$ cat src/rtl/quad_decoder_updn_if.sv
// Encoder inputs and count-pulse outputs of quad_decoder_updn.
// master = the side driving the encoder lines; slave = the decoder.
interface quad_decoder_updn_if;
   logic       a_in;
   logic       b_in;
   logic [1:0] mode;
   logic       clr_err;
   logic       eup;
   logic       edn;
   logic       dir;
   logic       err;

   modport master (output a_in, b_in, mode, clr_err, input eup, edn, dir, err);
   modport slave  (input a_in, b_in, mode, clr_err, output eup, edn, dir, err);
endinterface

$ cat src/rtl/quad_decoder_updn.sv
// Quadrature decoder: synchronizes and glitch-filters A/B, then emits
// registered up/down count pulses at x4/x2/x1 resolution, with a sticky error flag.

module qd_chan_filt #(
   parameter int FILT_LEN = 4,
   parameter int FILT_W   = 3
) (
   input  logic clk,
   input  logic reset_n,
   input  logic raw,
   input  logic load,
   output logic synced,
   output logic filt
);
   localparam logic [FILT_W-1:0] CNT_TOP = FILT_W'(FILT_LEN - 1);

   logic [1:0]        sync;
   logic [FILT_W-1:0] cnt;

   assign synced = sync[1];

   always_ff @(posedge clk or negedge reset_n) begin
      if (!reset_n) begin
         sync <= '0;
         cnt  <= '0;
         filt <= 1'b0;
      end else begin
         sync <= {sync[0], raw};
         // During the init window the filter simply tracks the synchronizer.
         if (load) begin
            filt <= sync[1];
            cnt  <= '0;
         end else if (sync[1] == filt) begin
            cnt <= '0;
         end else if (cnt == CNT_TOP) begin
            filt <= sync[1];
            cnt  <= '0;
         end else begin
            cnt <= cnt + FILT_W'(1);
         end
      end
   end
endmodule

module quad_decoder_updn #(
   parameter int FILT_LEN = 4,
   parameter int FILT_W   = 3
) (
   input  logic                clk,
   input  logic                reset_n,
   quad_decoder_updn_if.slave  bus
);
   localparam int NUM_CH = 2;
   localparam int INIT_W = FILT_W + 1;
   localparam logic [INIT_W-1:0] INIT_LAST = INIT_W'(FILT_LEN + 1);

   typedef enum logic {S_INIT, S_RUN} state_t;

   state_t              state, state_nxt;
   logic [INIT_W-1:0]   init_cnt, init_cnt_nxt;
   logic                load;

   // Bit 1 is channel A, bit 0 is channel B.
   logic [NUM_CH-1:0]   raw, synced, filt, prev;
   logic                a_chg, b_chg, fwd, hit, illegal, up_nxt, dn_nxt;
   logic                eup, edn, dir, err;

   assign raw = {bus.a_in, bus.b_in};

   for (genvar ch = 0; ch < NUM_CH; ch++) begin : g_ch
      qd_chan_filt #(.FILT_LEN(FILT_LEN), .FILT_W(FILT_W)) u_filt (
         .clk     (clk),
         .reset_n (reset_n),
         .raw     (raw[ch]),
         .load    (load),
         .synced  (synced[ch]),
         .filt    (filt[ch])
      );
   end

   always_ff @(posedge clk or negedge reset_n) begin
      if (!reset_n) begin
         state    <= S_INIT;
         init_cnt <= '0;
      end else begin
         state    <= state_nxt;
         init_cnt <= init_cnt_nxt;
      end
   end

   always_comb begin
      state_nxt    = state;
      init_cnt_nxt = init_cnt;
      load         = 1'b0;
      case (state)
         S_INIT: begin
            load = 1'b1;
            if (init_cnt == INIT_LAST) state_nxt = S_RUN;
            else                       init_cnt_nxt = init_cnt + INIT_W'(1);
         end
         default: ;
      endcase
   end

   assign a_chg   = filt[1] ^ prev[1];
   assign b_chg   = filt[0] ^ prev[0];
   assign illegal = a_chg & b_chg & ~load;
   // Gray-code step direction: forward iff old A equals new B.
   assign fwd     = ~(prev[1] ^ filt[0]);

   always_comb begin
      hit = 1'b0;
      case (bus.mode)
         2'b01:   hit = a_chg & ~b_chg;
         2'b10:   hit = a_chg & ~b_chg & filt[1];
         default: hit = a_chg ^ b_chg;
      endcase
   end

   assign up_nxt = hit & fwd  & ~load;
   assign dn_nxt = hit & ~fwd & ~load;

   always_ff @(posedge clk or negedge reset_n) begin
      if (!reset_n) begin
         prev <= '0;
         eup  <= 1'b0;
         edn  <= 1'b0;
         dir  <= 1'b0;
         err  <= 1'b0;
      end else begin
         prev <= load ? synced : filt;
         eup  <= up_nxt;
         edn  <= dn_nxt;
         if (up_nxt | dn_nxt) dir <= up_nxt;
         if (illegal)          err <= 1'b1;
         else if (bus.clr_err) err <= 1'b0;
      end
   end

   assign bus.eup = eup;
   assign bus.edn = edn;
   assign bus.dir = dir;
   assign bus.err = err;
endmodule

$ cat src/flat_wrapper.sv
// flat-port wrapper written by rule: the top's interface ports become plain ports
module quad_decoder_updn_flat 
#(
   parameter int FILT_LEN = 4,
   parameter int FILT_W   = 3
)
  (clk, reset_n, bus_a_in, bus_b_in, bus_mode, bus_clr_err, bus_eup, bus_edn, bus_dir, bus_err);
  quad_decoder_updn_if bus_i ();
  input  logic clk;
  input  logic reset_n;
  input wire logic [$bits(bus_i.a_in)-1:0] bus_a_in;
  input wire logic [$bits(bus_i.b_in)-1:0] bus_b_in;
  input wire logic [$bits(bus_i.mode)-1:0] bus_mode;
  input wire logic [$bits(bus_i.clr_err)-1:0] bus_clr_err;
  output wire logic [$bits(bus_i.eup)-1:0] bus_eup;
  output wire logic [$bits(bus_i.edn)-1:0] bus_edn;
  output wire logic [$bits(bus_i.dir)-1:0] bus_dir;
  output wire logic [$bits(bus_i.err)-1:0] bus_err;
  assign bus_i.a_in = bus_a_in;
  assign bus_i.b_in = bus_b_in;
  assign bus_i.mode = bus_mode;
  assign bus_i.clr_err = bus_clr_err;
  assign bus_eup = bus_i.eup;
  assign bus_edn = bus_i.edn;
  assign bus_dir = bus_i.dir;
  assign bus_err = bus_i.err;
  quad_decoder_updn #(.FILT_LEN(FILT_LEN), .FILT_W(FILT_W)) u_core (.clk(clk), .reset_n(reset_n), .bus(bus_i));
endmodule
$ cat config.mk
export PLATFORM = sky130hd
export DESIGN_NAME = quad_decoder_updn_flat
export DESIGN_NICKNAME = d
export VERILOG_FILES = /design/src/rtl/quad_decoder_updn_if.sv /design/src/rtl/quad_decoder_updn.sv /design/src/flat_wrapper.sv
export SDC_FILE = /design/constraint.sdc
export NUM_CORES = 1
export LEC_CHECK = 0
export CORE_ASPECT_RATIO = 1.1
export CORE_MARGIN = 2
export CORE_UTILIZATION = 45
export DETAILED_ROUTE_END_ITERATION = 8
export GPL_ROUTABILITY_DRIVEN = 0
export PLACE_DENSITY = 0.69
export SLEW_MARGIN = 25
export SYNTH_ARGS = -nofsm -noshare
export SYNTH_HDL_FRONTEND = slang
export SYNTH_SLANG_ARGS = --single-unit
$ cat constraint.sdc
create_clock -name clk -period 1.6 [get_ports clk]
set_input_delay 0.32 -clock clk [delete_from_list [all_inputs] [get_ports clk]]
set_output_delay 0.32 -clock clk [all_outputs]
set_load 0.05 [all_outputs]
==> flow_metrics.env, run 1 <==
export IMPL_fin_util_pct=54.9
export IMPL_outcome="completed"
export IMPL_io_pins=11
export IMPL_tritoncts="built"
export IMPL_floorplan_die_area_um2=2650
export IMPL_grt_pass1_wl_mm=2.50
export IMPL_leakage_uw=0.000604
export IMPL_initial_antenna_violation_count=0
export IMPL_final_hold_violation_count=0
export IMPL_clk_insertion_delay_late_ps=300
export IMPL_p_per_area_nw_per_um2=1560
export IMPL_mappedNetlistArea_um2=1020
export IMPL_vdd_ir_drop_worst_mv=0.693
export IMPL_cts_setup_buffers=0
export IMPL_routed_via_count=627
export IMPL_root_buffer="sky130_fd_sc_hd__clkbuf_4"
export IMPL_finalWirelength_mm=1.37
export IMPL_routedWlPerCell_um=10.5
export IMPL_fin_skew_ps=1.21
export IMPL_starting_density_of_the_core_pct=46.5
export IMPL_drv_cap=0
export IMPL_hold_class="input pin to asynchronous set/reset pin"
export IMPL_grt_setup_unrepaired="no"
export IMPL_worstSetupStartpointType="input pin"
export IMPL_max_clock_path_buffers=2
export IMPL_globalRouteTotalUtil_pct=13.1
export IMPL_cts_made_buffers=3
export IMPL_synthesized_nets=99
export IMPL_layout_drive_gt1_share_pct=17.8
export IMPL_numPortBuffers=10
export IMPL_drt_first_iter_violations=5
export IMPL_commonest_non_fill_non_tap_cell_in_the_layout="sky130_fd_sc_hd__dfrtp_1"
export IMPL_crit_path_end_kind="flop"
export IMPL_hold_buffers=0
export IMPL_cts_reportedPaths_clkPinSlew_ps=120
export IMPL_final_max_slew_viol_count=0
export IMPL_max_freq_ghz=0.672
export IMPL_synthCells=84
export IMPL_synth_avg_cell_area_um2=12.1
export IMPL_layout_min_cycle_time_ps=1490
export IMPL_ys_seq_elements=23
export IMPL_grt_overflow_total=0
export IMPL_post_drt_via_cell_ratio=4.79
export IMPL_timing_critical_path_required_ps=1810
export IMPL_worst_pin_slew_ps=285
export IMPL_yosys_warnings=0
export IMPL_critical_path_data_arrival_time_ps=1700
export IMPL_chipHeight_um=53.8
export IMPL_timing_reg2reg_worst_path_depth=4
export IMPL_core_area_um2=2180
export IMPL_grt_pass1_vias=572
export IMPL_finalSetupViolCount=0
export IMPL_timing_max_slew_rel_slack_pct=81.0
export IMPL_num_antenna_cells=0
export IMPL_count_of_tritonroute_iterations_in_the_first_routing_pass=3
export IMPL_cts_htree_levels=1
export IMPL_worstSetupPathType="input pin to flop"
export IMPL_min_period_over_period_pct=93.0
export IMPL_post_dp_hpwl_mm=1.02
export IMPL_crit_path_max_fanout=2
export IMPL_portion_of_the_post_synthesis_area_used_by_sequential_elements_pct=56.7
export IMPL_unique_masters_post_synth=26
export IMPL_drtAntennaViolNets=0
export IMPL_cts_num_sinks=23
export IMPL_finalNetCount=117
export IMPL_grt_start_max_net_pins=24
export IMPL_mostFrequentLayoutCells="sky130_fd_sc_hd__dfrtp_1 (23), sky130_fd_sc_hd__inv_1 (11), sky130_fd_sc_hd__ha_1 (8), sky130_fd_sc_hd__buf_4 (8), sky130_fd_sc_hd__clkdlybuf4s50_1 (5)"
export IMPL_fin_worst_hold_slack_ps=340
export IMPL_areaGrowthSynthToFinish_pct=18.0
export IMPL_rows=18
export IMPL_fillers=188
export IMPL_fp_dieW_um=49.3
export IMPL_route_detailed_drc=0
-- report_power, final --
part           internal, uW  leakage [uW]  total [uW]  switching, uW
clock                  93.2     0.0000177         265            172
combinational           374      0.000308         815            441
sequential              722      0.000278         786           64.3
total                  1190      0.000604        1870            677
-- logic make-up (layout without fill, tap and decap cells) --
logic type	after synthesis	count (layout)	synth area share [%]
DFF	23	23	56.7
and+or+nand+nor	22	22	12.4
buffers and inverters	12	29	4.56
adders and majority gates	8	8	9.85
AOI/OAI and AO/OA	8	8	5.91
xor gates and xnor gates	6	6	5.17
muxes	5	5	5.42
-- registers in the layout, indices dropped and copies added (netlist names) --
name	flops
u_core.bus.err	1
u_core.prev	2
u_core.g_ch.u_filt.filt	2
u_core.bus.edn	1
u_core.bus.eup	1
u_core.state	1
u_core.g_ch.u_filt.sync	4
u_core.init_cnt	4
u_core.g_ch.u_filt.cnt	6
u_core.bus.dir	1
-- layer usage --
layer,global-route usage [%],share of wire (%)
met1,16.6,45
met2,20.3,49
met3,2.50,2.8
met4,10.0,3.0
met5,0,0
-- final cells by class --
| type | instances | area [um^2] | share of cell area [%] |
|---|---|---|---|
| inverters | 11 | 41.3 | 3.44 |
| clock inverters | 1 | 5.00 | 0.418 |
| clock buffers | 3 | 22.5 | 1.88 |
| flip-flops and latches | 23 | 576 | 48.0 |
| well taps | 30 | 37.5 | 3.13 |
| multi-input cells | 49 | 394 | 32.9 |
| repair buffers | 14 | 123 | 10.2 |
-- through the flow --
stage	instances	TNS, ps	cell area (um^2)	setup WS, ps	power (uW)
2_1_floorplan	84	0	1020	110	1400
3_3_place_gp	127	-542	1170	-299	1600
3_5_place_dp	127	-675	1170	-332	1630
4_1_cts	131	0	1200	1.18	1900
5_1_grt	131	0	1200	24.0	2040
6_report	131	0	1200	113	1870
-- worst max-delay path: stages --
cell and delay (ps):
sky130_fd_sc_hd__clkdlybuf4s50_1 480, sky130_fd_sc_hd__ha_1 240, sky130_fd_sc_hd__nand2b_1 150, sky130_fd_sc_hd__or3_1 310, sky130_fd_sc_hd__a32o_1 200
-- final timing paths --
check,end,slack [ps],startpoint
max reg2reg,u_core.bus.dir$_DFFE_PN0P_,120,u_core.g_ch[1].u_filt.filt$_DFFE_PN0P_
max in group asynchronous,u_core.g_ch[1].u_filt.cnt[0]$_DFF_PN0_,1040,reset_n
min,u_core.init_cnt[0]$_DFFE_PN0P_,340,reset_n
max,u_core.bus.dir$_DFFE_PN0P_,110,bus_mode[1]
min in group clk,u_core.g_ch[0].u_filt.sync[1]$_DFF_PN0_,360,u_core.g_ch[0].u_filt.sync[0]$_DFF_PN0_
min reg2reg,u_core.g_ch[0].u_filt.sync[1]$_DFF_PN0_,360,u_core.g_ch[0].u_filt.sync[0]$_DFF_PN0_
-- synthesized netlist by cell type --
master / instances / area (um^2)
sky130_fd_sc_hd__a21o_1: 1 / 7.51
sky130_fd_sc_hd__a21oi_1: 1 / 5.00
sky130_fd_sc_hd__a21oi_2: 2 / 17.5
sky130_fd_sc_hd__a32o_1: 1 / 10.0
sky130_fd_sc_hd__and3_1: 1 / 6.26
sky130_fd_sc_hd__and4b_1: 2 / 20.0
sky130_fd_sc_hd__buf_2: 1 / 5.00
sky130_fd_sc_hd__dfrtp_1: 23 / 576
sky130_fd_sc_hd__ha_1: 8 / 100
sky130_fd_sc_hd__inv_1: 11 / 41.3
sky130_fd_sc_hd__mux2_2: 4 / 45.0
sky130_fd_sc_hd__mux2i_1: 1 / 10.0
sky130_fd_sc_hd__nand2_1: 3 / 11.3
sky130_fd_sc_hd__nand2b_1: 4 / 25.0
sky130_fd_sc_hd__nand3_1: 2 / 10.0
sky130_fd_sc_hd__nand4b_1: 1 / 8.76
sky130_fd_sc_hd__nor2_1: 4 / 15.0
sky130_fd_sc_hd__nor2b_1: 1 / 6.26
sky130_fd_sc_hd__nor3_1: 2 / 10.0
sky130_fd_sc_hd__nor3b_1: 1 / 7.51
sky130_fd_sc_hd__o21ai_0: 1 / 5.00
sky130_fd_sc_hd__o22ai_1: 1 / 6.26
sky130_fd_sc_hd__o31a_1: 1 / 8.76
sky130_fd_sc_hd__or3_1: 1 / 6.26
sky130_fd_sc_hd__xnor2_1: 2 / 17.5
sky130_fd_sc_hd__xor2_1: 4 / 35.0
-- timing repair --
item	in CTS	in global routing
hold endpoints to repair	0	0
endpoints found under the setup margin	0	1
resized for setup	0	1
Note: power is estimated with default switching activity, not from simulation.
==> run 2, diff against run 1 <==
--- a/config.mk
+++ b/config.mk
@@ -10,7 +10,7 @@
 export CORE_UTILIZATION = 45
 export DETAILED_ROUTE_END_ITERATION = 8
 export GPL_ROUTABILITY_DRIVEN = 0
-export PLACE_DENSITY = 0.69
+export PLACE_DENSITY = 0.67
 export SLEW_MARGIN = 25
 export SYNTH_ARGS = -nofsm -noshare
 export SYNTH_HDL_FRONTEND = slang
==> constraint.sdc (replaced) <==
create_clock -name clk -period 1.75 [get_ports clk]
set_input_delay 0.35 -clock clk [delete_from_list [all_inputs] [get_ports clk]]
set_output_delay 0.35 -clock clk [all_outputs]
set_load 0.05 [all_outputs]
==> run 2 against run 1 <==
  * Hold slack better by 23 ps
  * Sequential power is 4.8% lower
  * Combinational power fell by 16%
  * Cell count shrank 1.5%
  * First-iteration DRC count grew 20%
  * Total power is 10% lower
  * Clock power shrank 8.7%
  * Count of clock-buffer cells in the layout did not move
  * Core utilization down 0.80 points
  * Critical path type unchanged
  * Largest cell class unchanged
  * Largest power group is now registers
  * Highest routed layer unchanged
==> flow_metrics.env, run 2 (synthesized netlist as in run 1, its figures left out) <==
export IMPL_commonest_non_fill_non_tap_cell_in_the_layout="sky130_fd_sc_hd__dfrtp_1"
export IMPL_critical_path_slowest_cell="sky130_fd_sc_hd__clkdlybuf4s50_1"
export IMPL_cts_setup_buffers=0
export IMPL_max_freq_ghz=0.612
export IMPL_max_clock_path_buffers=2
export IMPL_finalSetupViolCount=0
export IMPL_hold_class="flop to flop"
export IMPL_cts_htree_levels=1
export IMPL_routedWlPerCell_um=10.7
export IMPL_min_period_over_period_pct=93.3
export IMPL_worstPathCellList="clkdlybuf4s50_1 -> inv_1 -> ha_1 -> nand2b_1 -> or3_1 -> a32o_1"
export IMPL_outcome="completed"
export IMPL_post_cts_resized_instances=0
export IMPL_fin_util_pct=54.1
export IMPL_hold_buffers=0
export IMPL_drv_cap=0
export IMPL_cts_reportedPaths_clkPinSlew_ps=120
export IMPL_layout_drive_gt1_share_pct=16.2
export IMPL_io_pins=11
export IMPL_mostFrequentLayoutCells="sky130_fd_sc_hd__dfrtp_1 (23), sky130_fd_sc_hd__inv_1 (11), sky130_fd_sc_hd__ha_1 (8)"
export IMPL_drt_first_iter_violations=6
export IMPL_floorplan_die_area_um2=2650
export IMPL_clk_insertion_delay_late_ps=310
export IMPL_worstSetupPathType="input pin to flop"
export IMPL_worstPathBufferInverterCount=2
export IMPL_leakage_uw=0.000585
export IMPL_cts_num_sinks=23
export IMPL_vdd_ir_drop_worst_mv=0.858
export IMPL_grt_pass1_vias=647
export IMPL_grt_pass1_wl_mm=2.60
export IMPL_route_detailed_drc=0
export IMPL_critical_path_data_arrival_time_ps=1850
export IMPL_count_of_tritonroute_iterations_in_the_first_routing_pass=3
export IMPL_grt_setup_unrepaired="no"
export IMPL_core_area_um2=2180
export IMPL_finalWirelength_mm=1.38
export IMPL_initial_antenna_violation_count=0
export IMPL_layout_top_registers="u_core.g_ch.u_filt.cnt x6, u_core.g_ch.u_filt.sync x4, u_core.init_cnt x4"
export IMPL_grt_overflow_total=0
export IMPL_areaGrowthSynthToFinish_pct=16.3
export IMPL_routed_via_count=614
export IMPL_chipHeight_um=53.8
export IMPL_rows=18
export IMPL_num_antenna_cells=0
export IMPL_cts_made_buffers=3
export IMPL_drtAntennaViolNets=0
export IMPL_largest_register_ff_count=6
export IMPL_starting_density_of_the_core_pct=46.5
export IMPL_final_cells=129
export IMPL_fp_dieW_um=49.3
export IMPL_grt_start_max_net_pins=24
export IMPL_p_per_area_nw_per_um2=1420
export IMPL_tritoncts="built"
export IMPL_numPortBuffers=10
export IMPL_final_hold_violation_count=0
export IMPL_timing_critical_path_required_ps=1960
export IMPL_finalNetCount=115
export IMPL_timing_max_slew_rel_slack_pct=81.1
export IMPL_post_dp_hpwl_um=992
export IMPL_post_drt_via_cell_ratio=4.76
export IMPL_layout_min_cycle_time_ps=1630
export IMPL_numPlacedInstances=125
export IMPL_worst_pin_slew_ps=284
export IMPL_path_delay_family="buffers and inverters"
export IMPL_crit_path_max_fanout=2
export IMPL_cp_slowest_stage_delay_ps=480
export IMPL_crit_path_end_kind="flop"
export IMPL_register_ranked_first_by_flip_flop_count="u_core.g_ch.u_filt.cnt"
export IMPL_fin_skew_ps=5.09
export IMPL_globalRouteTotalUtil_pct=13.7
export IMPL_root_buffer="sky130_fd_sc_hd__clkbuf_4"
export IMPL_final_max_slew_viol_count=0
export IMPL_worstSetupStartpointType="input pin"
run 2: metal layers:
metal / GRT usage [%] / share of wire, %
met1: 15.6 / 47
met2: 22.7 / 46
met3: 3.61 / 3.7
met4: 10.0 / 3.5
met5: 0 / 0
run 2: per-stage QoR:
| step | TNS (ps) | total power (uW) | hold slack (ps) | setup slack (ps) | area [um^2] |
|---|---|---|---|---|---|
| floorplan | 0 | 1280 | 54.4 | 260 | 1020 |
| global placement | -205 | 1430 | 334 | -176 | 1150 |
| detailed placement | -327 | 1450 | 337 | -220 | 1150 |
| CTS | 0 | 1700 | 365 | 121 | 1180 |
| global route | 0 | 1820 | 372 | 70.7 | 1180 |
| finish | 0 | 1670 | 363 | 117 | 1180 |
run 2: power breakdown:
part	internal, uW	total [uW]	switching [uW]	leakage [uW]
Sequential	660	748	88.1	0.000278
Clock	85.6	242	157	0.0000177
Combinational	313	681	369	0.000289
run 2: path summary, 6_finish.rpt:
check / start / endpoint / slack (ps) / cells after the start
setup / recovery: bus_mode[0] / u_core.bus.dir$_DFFE_PN0P_ / 120 / 6
hold / removal: u_core.g_ch[1].u_filt.sync[0]$_DFF_PN0_ / u_core.g_ch[1].u_filt.sync[1]$_DFF_PN0_ / 360 / 0
setup reg to reg: u_core.g_ch[1].u_filt.filt$_DFFE_PN0P_ / u_core.bus.dir$_DFFE_PN0P_ / 170 / 4
hold reg to reg: u_core.g_ch[1].u_filt.sync[0]$_DFF_PN0_ / u_core.g_ch[1].u_filt.sync[1]$_DFF_PN0_ / 360 / 0
max in group asynchronous: reset_n / u_core.bus.err$_DFFE_PN0P_ / 1160 / 2
min in group asynchronous: reset_n / u_core.g_ch[1].u_filt.cnt[1]$_DFF_PN0_ / 370 / 2
run 2: cell type report:
cell class / instances / area [um^2]
fill: 201 / 1000
sequential: 23 / 576
multi-input combinational: 49 / 394
timing repair buffer: 12 / 105
inverter: 11 / 41.3
tap: 30 / 37.5
clock buffer: 3 / 22.5
clock inverter: 1 / 5.00
run 2: worst reg2reg max path: cells and delay by family (launching register included):
| kind | cells | cell delay [ps] |
|---|---|---|
| xor+xnor | 1 | 210 |
| fa+ha+maj | 1 | 330 |
| compound gates | 2 | 490 |
| flops | 1 | 470 |
==> edit, RTL diff (flow settings as in run 1) <==
`FILT_W` is set to 3 in 3 places; all go to 6.
--- a/src/rtl/quad_decoder_updn.sv
+++ b/src/rtl/quad_decoder_updn.sv
@@ -5,3 +5,3 @@
    parameter int FILT_LEN = 4,
-   parameter int FILT_W   = 3
+   parameter int FILT_W   = 6
 ) (
@@ -46,3 +46,3 @@
    parameter int FILT_LEN = 4,
-   parameter int FILT_W   = 3
+   parameter int FILT_W   = 6
 ) (
--- a/src/flat_wrapper.sv
+++ b/src/flat_wrapper.sv
@@ -4,3 +4,3 @@
    parameter int FILT_LEN = 4,
-   parameter int FILT_W   = 3
+   parameter int FILT_W   = 6
 )
Function: no difference found for any inputs over 10 cycles, from zero or initial values and one cycle with reset_n low; that may be too few to reach the edited logic, so the function may still have changed.
==> edit against run 1 <==
Clock skew grew 0.0037 ns; sequential cell count grew 9; setup slack lost 0.10 ns; final area grew 52%; critical path depth shrank 1; wire length grew 69%; area after synthesis grew 43%; clock power grew 88%; worst hold slack gained 0.014 ns; combinational power grew 33%; total power grew 41%; critical endpoint is now u_core.g_ch[1].u_filt.filt$_DFFE_PN0P_; register-to-register slack lost 0.11 ns.
==> edit: results (changes against run 1) <==
- Slowest-stage cell, CP: sky130_fd_sc_hd__or4b_4
- Proportion of layout cells with a drive suffix above 1: 27.74% (+9.9 points)
- Clock group total power: 0.000499 W (+88%)
- Area taken by multi-input logic gates: 665.6 µm² (+69%)
- Total instance count after detailed placement: 178 (+40%)
- P_seq: 0.00106 W (+35%)
- End of the worst register-to-register path: u_core.g_ch[1].u_filt.filt$_DFFE_PN0P_
- Via-to-Cell Ratio: 5.212 (+8.9%)
- Post-Place Worst Slack: -0.3185 ns (+0.01398 ns)
- Half-perimeter wire length after detailed placement: 1715 µm (+68%)
- Switching power: 0.0008806 W (+30%)
- Clock transition at path regs: 0.09 ns (-0.03 ns)
- Result of the run: complete, no violations
- Skew-Pair Late Insertion Delay: 0.33 ns (+0.03 ns)
- Worst reg2reg startpoint: u_core.g_ch[1].u_filt.cnt[0]$_DFF_PN0_
- Total number of vias: 985 (+57%)
- Num CTS Buffers: 5 (+2)
- Number of distinct library cell variants in the gate-level netlist after synthesis: 36 (+38%)
- M1 GR Usage: 18.63% (+2.0 points)
- Pin count of the biggest net entering global routing: 33 (+38%)
- Global router's overall resource usage: 14.93% (+1.8 points)
- # fillers: 253 (+35%)
- Most area-consuming cells after synthesis: sky130_fd_sc_hd__dfrtp_1, sky130_fd_sc_hd__ha_1, sky130_fd_sc_hd__xor2_1
- Crit path arrival time: 1.80 ns (+0.10 ns)
- Wire length on met1: 1118 µm (+80%)
- Placement-stage cell area: 0.001677 mm² (+43%)
- Met2 Use GR: 23.15% (+2.9 points)
- Syn Area/Cell: 11.90 µm² (-1.6%)
- GR Layer Usage met3: 5.544% (+3.0 points)
- Largest registers: u_core.g_ch.u_filt.cnt (12), u_core.init_cnt (7), u_core.g_ch.u_filt.sync (4)
- Global-route wire length before repair: 4133 µm (+66%)
- IR Drop Worst-Case VDD: 1.007 mV (+45%)
- DR pass1 iterations: 4 (+1)
- Vias in the first global route: 965 (+69%)
- Post-synth top cells: sky130_fd_sc_hd__dfrtp_1, sky130_fd_sc_hd__ha_1, sky130_fd_sc_hd__inv_1, sky130_fd_sc_hd__xor2_1, sky130_fd_sc_hd__xnor2_1
- Total met3 wirelength after detailed routing: 113 µm (+200%)
- Final worst clock skew: 0.004921 ns (+0.003711 ns)
## edit: what timing repair did
action / 4_1_cts / 5_1_grt
pin swaps: 1 / 3
setup buffers: 1 / 3
endpoints found under the setup margin: 2 / 3
gates resized for setup: 4 / 6
hold buffers: 0 / 0
## edit: kinds of logic after synthesis
kind of cell    synth area share, %
xor+xnor                      9.052
fa+ha+maj                     6.897
simple gates                  14.22
flops                         55.17
mux                           3.793
compound gates                8.449
buf+inv                       2.414
## edit: cell type report
type	count	area share (%)
clock buffers	7	3.571
inverters	8	1.648
multi-input cells	81	36.54
flip-flops and latches	32	43.96
well taps	34	2.335
repair buffers	27	11.95
## edit: worst max-delay path, delay by kind of cell, from the launching register on
kind,cells,cell delay (ns)
muxes,1,0.31
and+or+nand+nor,1,0.47
adders and majority gates,1,0.18
AOI/OAI and AO/OA,1,0.15
DFF,1,0.37
## edit: how the worst max path moves through the flow
stage / startpoint / end / slack [ns] / cells after the start
after floorplan: u_core.g_ch[1].u_filt.cnt[0]$_DFF_PN0_ / u_core.g_ch[1].u_filt.filt$_DFFE_PN0P_ / 0.03 / 4
after global placement: bus_mode[0] / u_core.bus.dir$_DFFE_PN0P_ / -0.29 / 6
after detailed placement: bus_mode[0] / u_core.bus.dir$_DFFE_PN0P_ / -0.32 / 6
after CTS: u_core.g_ch[0].u_filt.cnt[0]$_DFF_PN0_ / u_core.g_ch[0].u_filt.filt$_DFFE_PN0P_ / -0.01 / 4
after global routing: u_core.g_ch[0].u_filt.cnt[1]$_DFF_PN0_ / u_core.g_ch[0].u_filt.filt$_DFFE_PN0P_ / -0.05 / 4
final: u_core.g_ch[1].u_filt.cnt[0]$_DFF_PN0_ / u_core.g_ch[1].u_filt.filt$_DFFE_PN0P_ / 0.01 / 4
